==> src/rtl/uart1rx.sv <==
// uart1rx: 8N1 serial receiver with a 2-flop input synchronizer.
// The bit period is CLOCK_DIV clk cycles. The receiver samples each bit
// near its centre, then presents the byte on data with a ready/ack handshake.
// The handshake also reports frame_error and overrun.
// Optional build macro UART1RX_MAJORITY_EN: each sample becomes the 2-of-3
// majority of the synchronized line around the sample point. The decision is
// taken one cycle after the sample point.
module uart1rx #(
    parameter int CLOCK_DIV          = 8,
    parameter int CLOCK_COUNTER_BITS = 4
) (
    input  logic       clk,
    input  logic       reset,
    input  logic       rx,
    output logic [7:0] data,
    output logic       ready,
    input  logic       ack,
    output logic       frame_error,
    output logic       overrun,
    output logic       busy
);

    typedef enum logic [1:0] {
        IDLE  = 2'd0,
        START = 2'd1,
        DATA  = 2'd2,
        STOP  = 2'd3
    } state_t;

    localparam logic [CLOCK_COUNTER_BITS-1:0] CNT_ZERO = {CLOCK_COUNTER_BITS{1'b0}};
    localparam logic [CLOCK_COUNTER_BITS-1:0] CNT_ONE  = CLOCK_COUNTER_BITS'(1);
    localparam logic [CLOCK_COUNTER_BITS-1:0] BIT_LOAD = CLOCK_COUNTER_BITS'(CLOCK_DIV - 1);
`ifdef UART1RX_MAJORITY_EN
    // Decision one cycle after the nominal mid-start sample point.
    localparam logic [CLOCK_COUNTER_BITS-1:0] START_LOAD = CLOCK_COUNTER_BITS'(CLOCK_DIV / 2);
`else
    localparam logic [CLOCK_COUNTER_BITS-1:0] START_LOAD = CLOCK_COUNTER_BITS'(CLOCK_DIV / 2 - 1);
`endif

`ifdef UART1RX_MAJORITY_EN
    // 2-of-3 vote used to reject single-cycle glitches on the line.
    function automatic logic maj3(input logic a, input logic b, input logic c);
        return (a & b) | (a & c) | (b & c);
    endfunction
`endif

    logic                          sync1_r;
    logic                          sync2_r;
    logic                          prev_r;
    state_t                        state_r;
    state_t                        state_next_s;
    logic [CLOCK_COUNTER_BITS-1:0] cnt_r;
    logic [CLOCK_COUNTER_BITS-1:0] cnt_next_s;
    logic [2:0]                    idx_r;
    logic [2:0]                    idx_next_s;
    logic [7:0]                    shift_r;
    logic [7:0]                    shift_next_s;
    logic [7:0]                    data_r;
    logic                          ready_r;
    logic                          frame_error_r;
    logic                          overrun_r;
    logic                          busy_r;
    logic                          rx_s;
    logic                          fall_s;
    logic                          tick_s;
    logic                          sample_bit_s;
    logic                          complete_s;

    assign rx_s = sync2_r;
    // A start is recognised only on a seen-high to low transition. A stuck-low
    // (break) line therefore cannot retrigger until it has returned high.
    assign fall_s = prev_r & ~rx_s;
    assign tick_s = (cnt_r == CNT_ZERO);

`ifdef UART1RX_MAJORITY_EN
    logic [1:0] hist_r;

    // Two-deep history of the synchronized line feeding the majority vote.
    always_ff @(posedge clk or posedge reset) begin
        if (reset) begin
            hist_r <= 2'b11;
        end else begin
            hist_r <= {hist_r[0], rx_s};
        end
    end

    assign sample_bit_s = maj3(hist_r[1], hist_r[0], rx_s);
`else
    assign sample_bit_s = rx_s;
`endif

    assign data        = data_r;
    assign ready       = ready_r;
    assign frame_error = frame_error_r;
    assign overrun     = overrun_r;
    assign busy        = busy_r;

    // Input synchronizer and the previous-value flop for edge detection.
    always_ff @(posedge clk or posedge reset) begin
        if (reset) begin
            sync1_r <= 1'b1;
            sync2_r <= 1'b1;
            prev_r  <= 1'b1;
        end else begin
            sync1_r <= rx;
            sync2_r <= sync1_r;
            prev_r  <= sync2_r;
        end
    end

    // Frame sequencer: next state, bit-period counter and shift register.
    always_comb begin
        state_next_s = state_r;
        cnt_next_s   = cnt_r;
        idx_next_s   = idx_r;
        shift_next_s = shift_r;
        complete_s   = 1'b0;
        case (state_r)
            IDLE: begin
                if (fall_s) begin
                    state_next_s = START;
                    cnt_next_s   = START_LOAD;
                end else begin
                    state_next_s = IDLE;
                end
            end
            START: begin
                if (!tick_s) begin
                    cnt_next_s = cnt_r - CNT_ONE;
                end else if (!sample_bit_s) begin
                    state_next_s = DATA;
                    cnt_next_s   = BIT_LOAD;
                    idx_next_s   = 3'd0;
                end else begin
                    // The line was high at mid-start, so this is a false start.
                    state_next_s = IDLE;
                end
            end
            DATA: begin
                if (!tick_s) begin
                    cnt_next_s = cnt_r - CNT_ONE;
                end else begin
                    shift_next_s = {sample_bit_s, shift_r[7:1]};
                    cnt_next_s   = BIT_LOAD;
                    if (idx_r == 3'd7) begin
                        state_next_s = STOP;
                    end else begin
                        idx_next_s = idx_r + 3'd1;
                    end
                end
            end
            STOP: begin
                if (!tick_s) begin
                    cnt_next_s = cnt_r - CNT_ONE;
                end else begin
                    complete_s   = 1'b1;
                    state_next_s = IDLE;
                end
            end
            default: begin
                state_next_s = IDLE;
                cnt_next_s   = CNT_ZERO;
            end
        endcase
    end

    // State/datapath registers and the consumer-facing output flags.
    always_ff @(posedge clk or posedge reset) begin
        if (reset) begin
            state_r       <= IDLE;
            cnt_r         <= CNT_ZERO;
            idx_r         <= 3'd0;
            shift_r       <= 8'h00;
            data_r        <= 8'h00;
            ready_r       <= 1'b0;
            frame_error_r <= 1'b0;
            overrun_r     <= 1'b0;
            busy_r        <= 1'b0;
        end else begin
            state_r <= state_next_s;
            cnt_r   <= cnt_next_s;
            idx_r   <= idx_next_s;
            shift_r <= shift_next_s;
            busy_r  <= (state_next_s != IDLE);
            // A completing byte takes priority over a simultaneous ack.
            if (complete_s) begin
                data_r        <= shift_r;
                ready_r       <= 1'b1;
                frame_error_r <= ~sample_bit_s;
                overrun_r     <= ready_r & ~ack;
            end else if (ack) begin
                ready_r       <= 1'b0;
                frame_error_r <= 1'b0;
                overrun_r     <= 1'b0;
            end else begin
                ready_r <= ready_r;
            end
        end
    end

endmodule

==> config.mk <==
export PLATFORM = sky130hd
export DESIGN_NAME = uart1rx
export DESIGN_NICKNAME = d
export VERILOG_FILES = /design/src/rtl/uart1rx.sv
export SDC_FILE = /design/constraint.sdc
export NUM_CORES = 1
export LEC_CHECK = 0
export CORE_MARGIN = 5
export CORE_UTILIZATION = 49
export CTS_BUF_LIST = sky130_fd_sc_hd__clkbuf_16
export DETAILED_ROUTE_END_ITERATION = 10
export PLACE_DENSITY = 0.8
export SLEW_MARGIN = 20
export SYNTH_ARGS = -nofsm -noshare
export SYNTH_HDL_FRONTEND = slang
export SYNTH_SLANG_ARGS = --single-unit
==> constraint.sdc <==
create_clock -name clk -period 1.7 [get_ports clk]
set_input_delay 0.255 -clock clk [delete_from_list [all_inputs] [get_ports clk]]
set_output_delay 0.255 -clock clk [all_outputs]
set_load 0.05 [all_outputs]
Word level (Yosys, flattened, before mapping). Index checks and enable logic that the tools add are counted.

Equal/unequal tests: 11. Mux-type cells: 24. Reductions and logical operators: 8. Bitwise gates (word level): 4. Add/sub/neg operators: 2.

Operators by type and width (number): two-way mux 4 bit (5); case mux 4 bit (4 select lines) (1); two-way mux 3 bit (4); inequality test 2 bit, second input constant (6); two-way mux 2 bit (5); case mux 2 bit (4 select lines) (1); two-way mux 1 bit (7); case mux 3 bit (2 select lines) (1); nonzero test 2 bit (3); AND reduction 5 bit (1); == test 2 bit, second input constant (2); zero test 4 bit (1); subtractor 4 x 1 -> 4 bit, second input constant (1); adder 3 x 1 -> 3 bit, second input constant (1); == test 3 bit, second input constant (1); inequality test 3 bit, second input constant (1); AND reduction 3 bit (1); AND 1 bit (2); == test 2 x 1 -> 1 bit, second input constant (1); zero test 2 bit (1); NOT 1 bit (2); AND reduction 2 bit (1).

Output and inout port bits: 12. Word-level logic and storage cells: 61. Input port bits: 4. Register bits after elaboration: 32.

Longest topological paths before layout.
Depth in word-level cells: 5. Mapped depth: 7. Depth with buffers taken out: 6.

Worst setup path after synthesis. Ideal clock, no wire load.

Path kind: register to register. From: register cnt_r[0]. To: register busy_r, in the netlist busy. Period minus slack after synthesis: 1.800 ns. Required time: 1.622 ns. Setup slack: -0.100 ns. Stages on the path, launching flop included: 7. Data arrival time: 1.722 ns. Path buffers: 0. Library setup time: 0.078 ns. Cells stage by stage: dfrtp_1 > inv_1 > ha_1 > nor3b_4 > mux2_4 > a221oi_2 > o21bai_1.

Longest elaborated chain between the ends: 4. Elaborated cells between the ends (all ways): 6. Classes of those cells: mux (4); reduce/logical (2).

RTL lines: from (decl) (RTL line 52) `logic [CLOCK_COUNTER_BITS-1:0] cnt_r;`; from (signal assigned) (RTL line 181) `cnt_r <= cnt_next_s;`; zero test 4 bit * (RTL line 73) `assign tick_s = (cnt_r == CNT_ZERO);`; two-way mux 2 bit (on tied branches) (RTL line 153, 128, 140); case mux 2 bit (4 select lines) * (RTL line 118) `case (state_r)`; named net state_next_s[1] (RTL line 51) `state_t state_next_s;`; nonzero test 2 bit * (RTL line 184) `busy_r <= (state_next_s != IDLE);`; to (signal assigned) (RTL line 184); to (decl) (RTL line 62) `logic busy_r;`.

Mark *: on every way through the listed nets, which the timed path passes. The rest lies on a longest branch. A chain may end at the register's enable or synchronous reset.

Worst setup path after layout.
From: register cnt_r[1]. To: register busy_r, in the netlist busy.

The elaborated chain is that of the path after synthesis.

==> results.json <==
{
  "p_per_area_nw_per_um2": 1360,
  "power.switching_mw": 0.764,
  "pwr-share-comb": 0.281,
  "firstDrtPassIters": 4,
  "met2_length_microns": 1530,
  "status": "finished, violations left",
  "nets": 158,
  "synth_seq_area_share": 0.544,
  "crit_start": "cnt_r[1]",
  "root_buffer": "clkbuf_16",
  "grt_overflow": 0,
  "crit_path_start_kind": "register",
  "path_clk_slew_ns": 0.05,
  "syn_nets": 129,
  "crit_slowest_cell": "dfrtp_1",
  "numPortBuffers": 15,
  "required_ns": 1.89,
  "track_usage": 0.160,
  "finalCritPeriodShare": 1.01,
  "cts_hold_buf": 0,
  "p_leak_nw": 0.971,
  "violations": "negative setup slack",
  "ant_nets": 0,
  "p_clk_frac": 0.378,
  "setup_viol": 7,
  "routedLengthMet1_microns": 1110,
  "wl_per_cell_microns": 15.8,
  "reg2reg_to": "busy",
  "rsz0062_at_grt": "yes",
  "layout_commonest_cell": "dfrtp_1",
  "pin_count": 16,
  "dr_wl_met3_microns": 111,
  "vias_per_cell": 5.55,
  "place_inst": 172,
  "fin_skew_ns": 0.00419,
  "ys_types": 30,
  "fin_hold_ws_ns": 0.354,
  "hold_viol_final": 0,
  "n_antenna_cell": 0,
  "avgSynthCellArea_sq_um": 12.5,
  "finalNonFillerCells": 181,
  "start_util": 0.497,
  "final_cell_mix": "29 x dfrtp_1, 21 x buf_4, 16 x mux2_2",
  "numCtsBuffers": 5,
  "final.min_clock_period_ns": 1.72,
  "r2r_start": "cnt_r[1]",
  "maxSlewHeadroom": 0.738,
  "grt_max_degree": 33,
  "drt_iter0_drc": 28,
  "yosys_warnings": 0,
  "area_growth_pct": 29.3,
  "clk_latency_ns": 0.28,
  "top_layer_used": "met4",
  "coreArea_sq_um": 2980,
  "clkSinkCount": 32,
  "die_area_sq_um": 4220,
  "h-tree-depth": 2,
  "clock_path_buffers": 2,
  "dpl.hpwl_microns": 2020,
  "vdd_drop_max_mv": 1.00,
  "drive_gt1_frac": 0.412,
  "fmax_ghz": 0.580,
  "hp-class": "input pin to asynchronous set/reset pin",
  "antenna_found_initial": 0,
  "syn_area_sq_um": 1480,
  "worstPathArrival_ns": 1.92,
  "pre_cts_ws_ns": -0.0607,
  "crit_chain": "inv_1 > ha_2 > nor3b_4 > mux2_4 > a221oi_4 > o21bai_1",
  "drcViolationCount": 0,
  "intPower_mw": 1.85,
  "cap_violations": 0,
  "gp_congestion": 0.843,
  "reg2reg_depth": 6,
  "fp-row-count": 20,
  "slew_viol_final": 0,
  "crit_path_end": "busy",
  "routed_wl_microns": 2870,
  "fin_ws_ns": -0.0230,
  "path_class": "register to register",
  "die_x_microns": 65.0,
  "switching_share": 0.293,
  "cp-end-kind": "register",
  "cpPeakStageDelay_ns": 0.38,
  "cts_tree": "built",
  "synth_seq_cells": 32,
  "cp_max_fo": 4,
  "worstMarginPinSlew_ns": 0.393,
  "power_frac_seq": 0.341,
  "grt_pass1_wl_microns": 4920,
  "num_vias": 1004,
  "syn_inst": 118,
  "first_global_vias": 1096,
  "die_height_microns": 65.0,
  "reg2reg_setup_slack_ns": -0.02
}
==> cells by family (layout without fill, tap and decap cells) <==
logic type,Yosys count,after routing,share of synthesized area
adder cells (fa/ha/maj),7,7,0.0592
buffers and inverters,12,42,0.0414
AO/OA/AOI/OAI,21,21,0.0964
multiplexers,20,20,0.153
flip-flops,32,32,0.544
AND/OR/NAND/NOR,26,26,0.107
==> worst max-delay path: cells and delay by family, from the launching register on <==
kind	cells	cell delay (ns)
compound gates	2	0.42
fa+ha+maj	1	0.18
buf+inv	1	0.08
flops	1	0.38
mux	1	0.34
simple gates	1	0.25
==> Yosys cell counts <==
cell type   n  share of area
nor3b_4     1          0.013
o31ai_1     1         0.0051
and2_1      2         0.0085
buf_2       1         0.0034
a21o_1      1         0.0051
o21ai_0     8          0.027
inv_1       9          0.023
nor2_1      7          0.018
nand2_4     1         0.0076
or4bb_1     1         0.0076
buf_6       2          0.015
nand2_1     5          0.013
a22oi_1     1         0.0051
mux2i_1     2          0.014
nand3_2     1         0.0068
a221oi_2    2          0.020
o21bai_1    2          0.010
dfstp_2     3          0.053
nand2b_1    3          0.013
ha_1        7          0.059
nor3b_1     1         0.0051
dfrtp_1    29           0.49
a21oi_1     4          0.014
nand3b_1    1         0.0051
nand3_1     1         0.0034
mux2_2     17           0.13
o22a_1      1         0.0059
a31oi_1     1         0.0042
mux2_4      1          0.010
nor3_1      2         0.0068
==> metal layers <==
layer	vias up	global-route usage
met2	26	0.267
li1	469	-
met4	0	0.0818
met1	498	0.175
met5	-	0
met3	11	0.0624
==> state kept, by name (all words and copies together) (netlist names) <==
signal / cells
data: 8
shift_r: 8
cnt_r: 4
idx_r: 3
state_r: 2
busy: 1
frame_error: 1
overrun: 1
prev_r: 1
ready: 1
rx_s: 1
sync1_r: 1
==> power groups by stage <==
stage / combinational [mW] / clock [mW] / sequential (mW)
after floorplan: 0.383 / 0 / 0.938
after global placement: 0.593 / 0 / 0.897
after detailed placement: 0.626 / 0 / 0.901
after CTS: 0.655 / 1.01 / 0.889
after global routing: 0.811 / 1.04 / 0.899
final: 0.735 / 0.986 / 0.890
==> per-stage QoR <==
step	setup TNS, ns	util	area [sq um]	total power, mW
global route	-0.713	0.643	1910	2.75
floorplan	-0.563	-	1490	1.32
finish	-0.0647	0.643	1910	2.61
CTS	-0.0511	0.632	1880	2.55
detailed placement	-0.152	0.571	1700	1.53
global placement	0	0.571	1700	1.49
==> worst min path at each step <==
stage,start,endpoint,cells past startpoint
2_1_floorplan,rx,sync1_r,0
4_1_cts,sync1_r,rx_s,0
3_3_place_gp,sync1_r,rx_s,0
3_5_place_dp,sync1_r,rx_s,0
5_1_grt,sync1_r,rx_s,0
6_report,reset,shift_r[6],3
==> layout make-up <==
cell class,instances,area [sq um]
Multi-Input combinational cell,74,664
Timing Repair Buffer,25,208
Inverter,9,33.8
Sequential cell,32,805
Tap cell,33,41.3
Clock buffer,5,125
Fill cell,218,1060
Clock inverter,3,37.5
==> repair_timing <==
item,4_1_cts,5_1_grt
endpoints found under the setup margin,10,14
endpoints found under the hold margin,0,0
setup buffers,1,0
gates resized for setup,1,7
pin swaps,3,4
No activity file was read; power rests on OpenSTA's default activity.
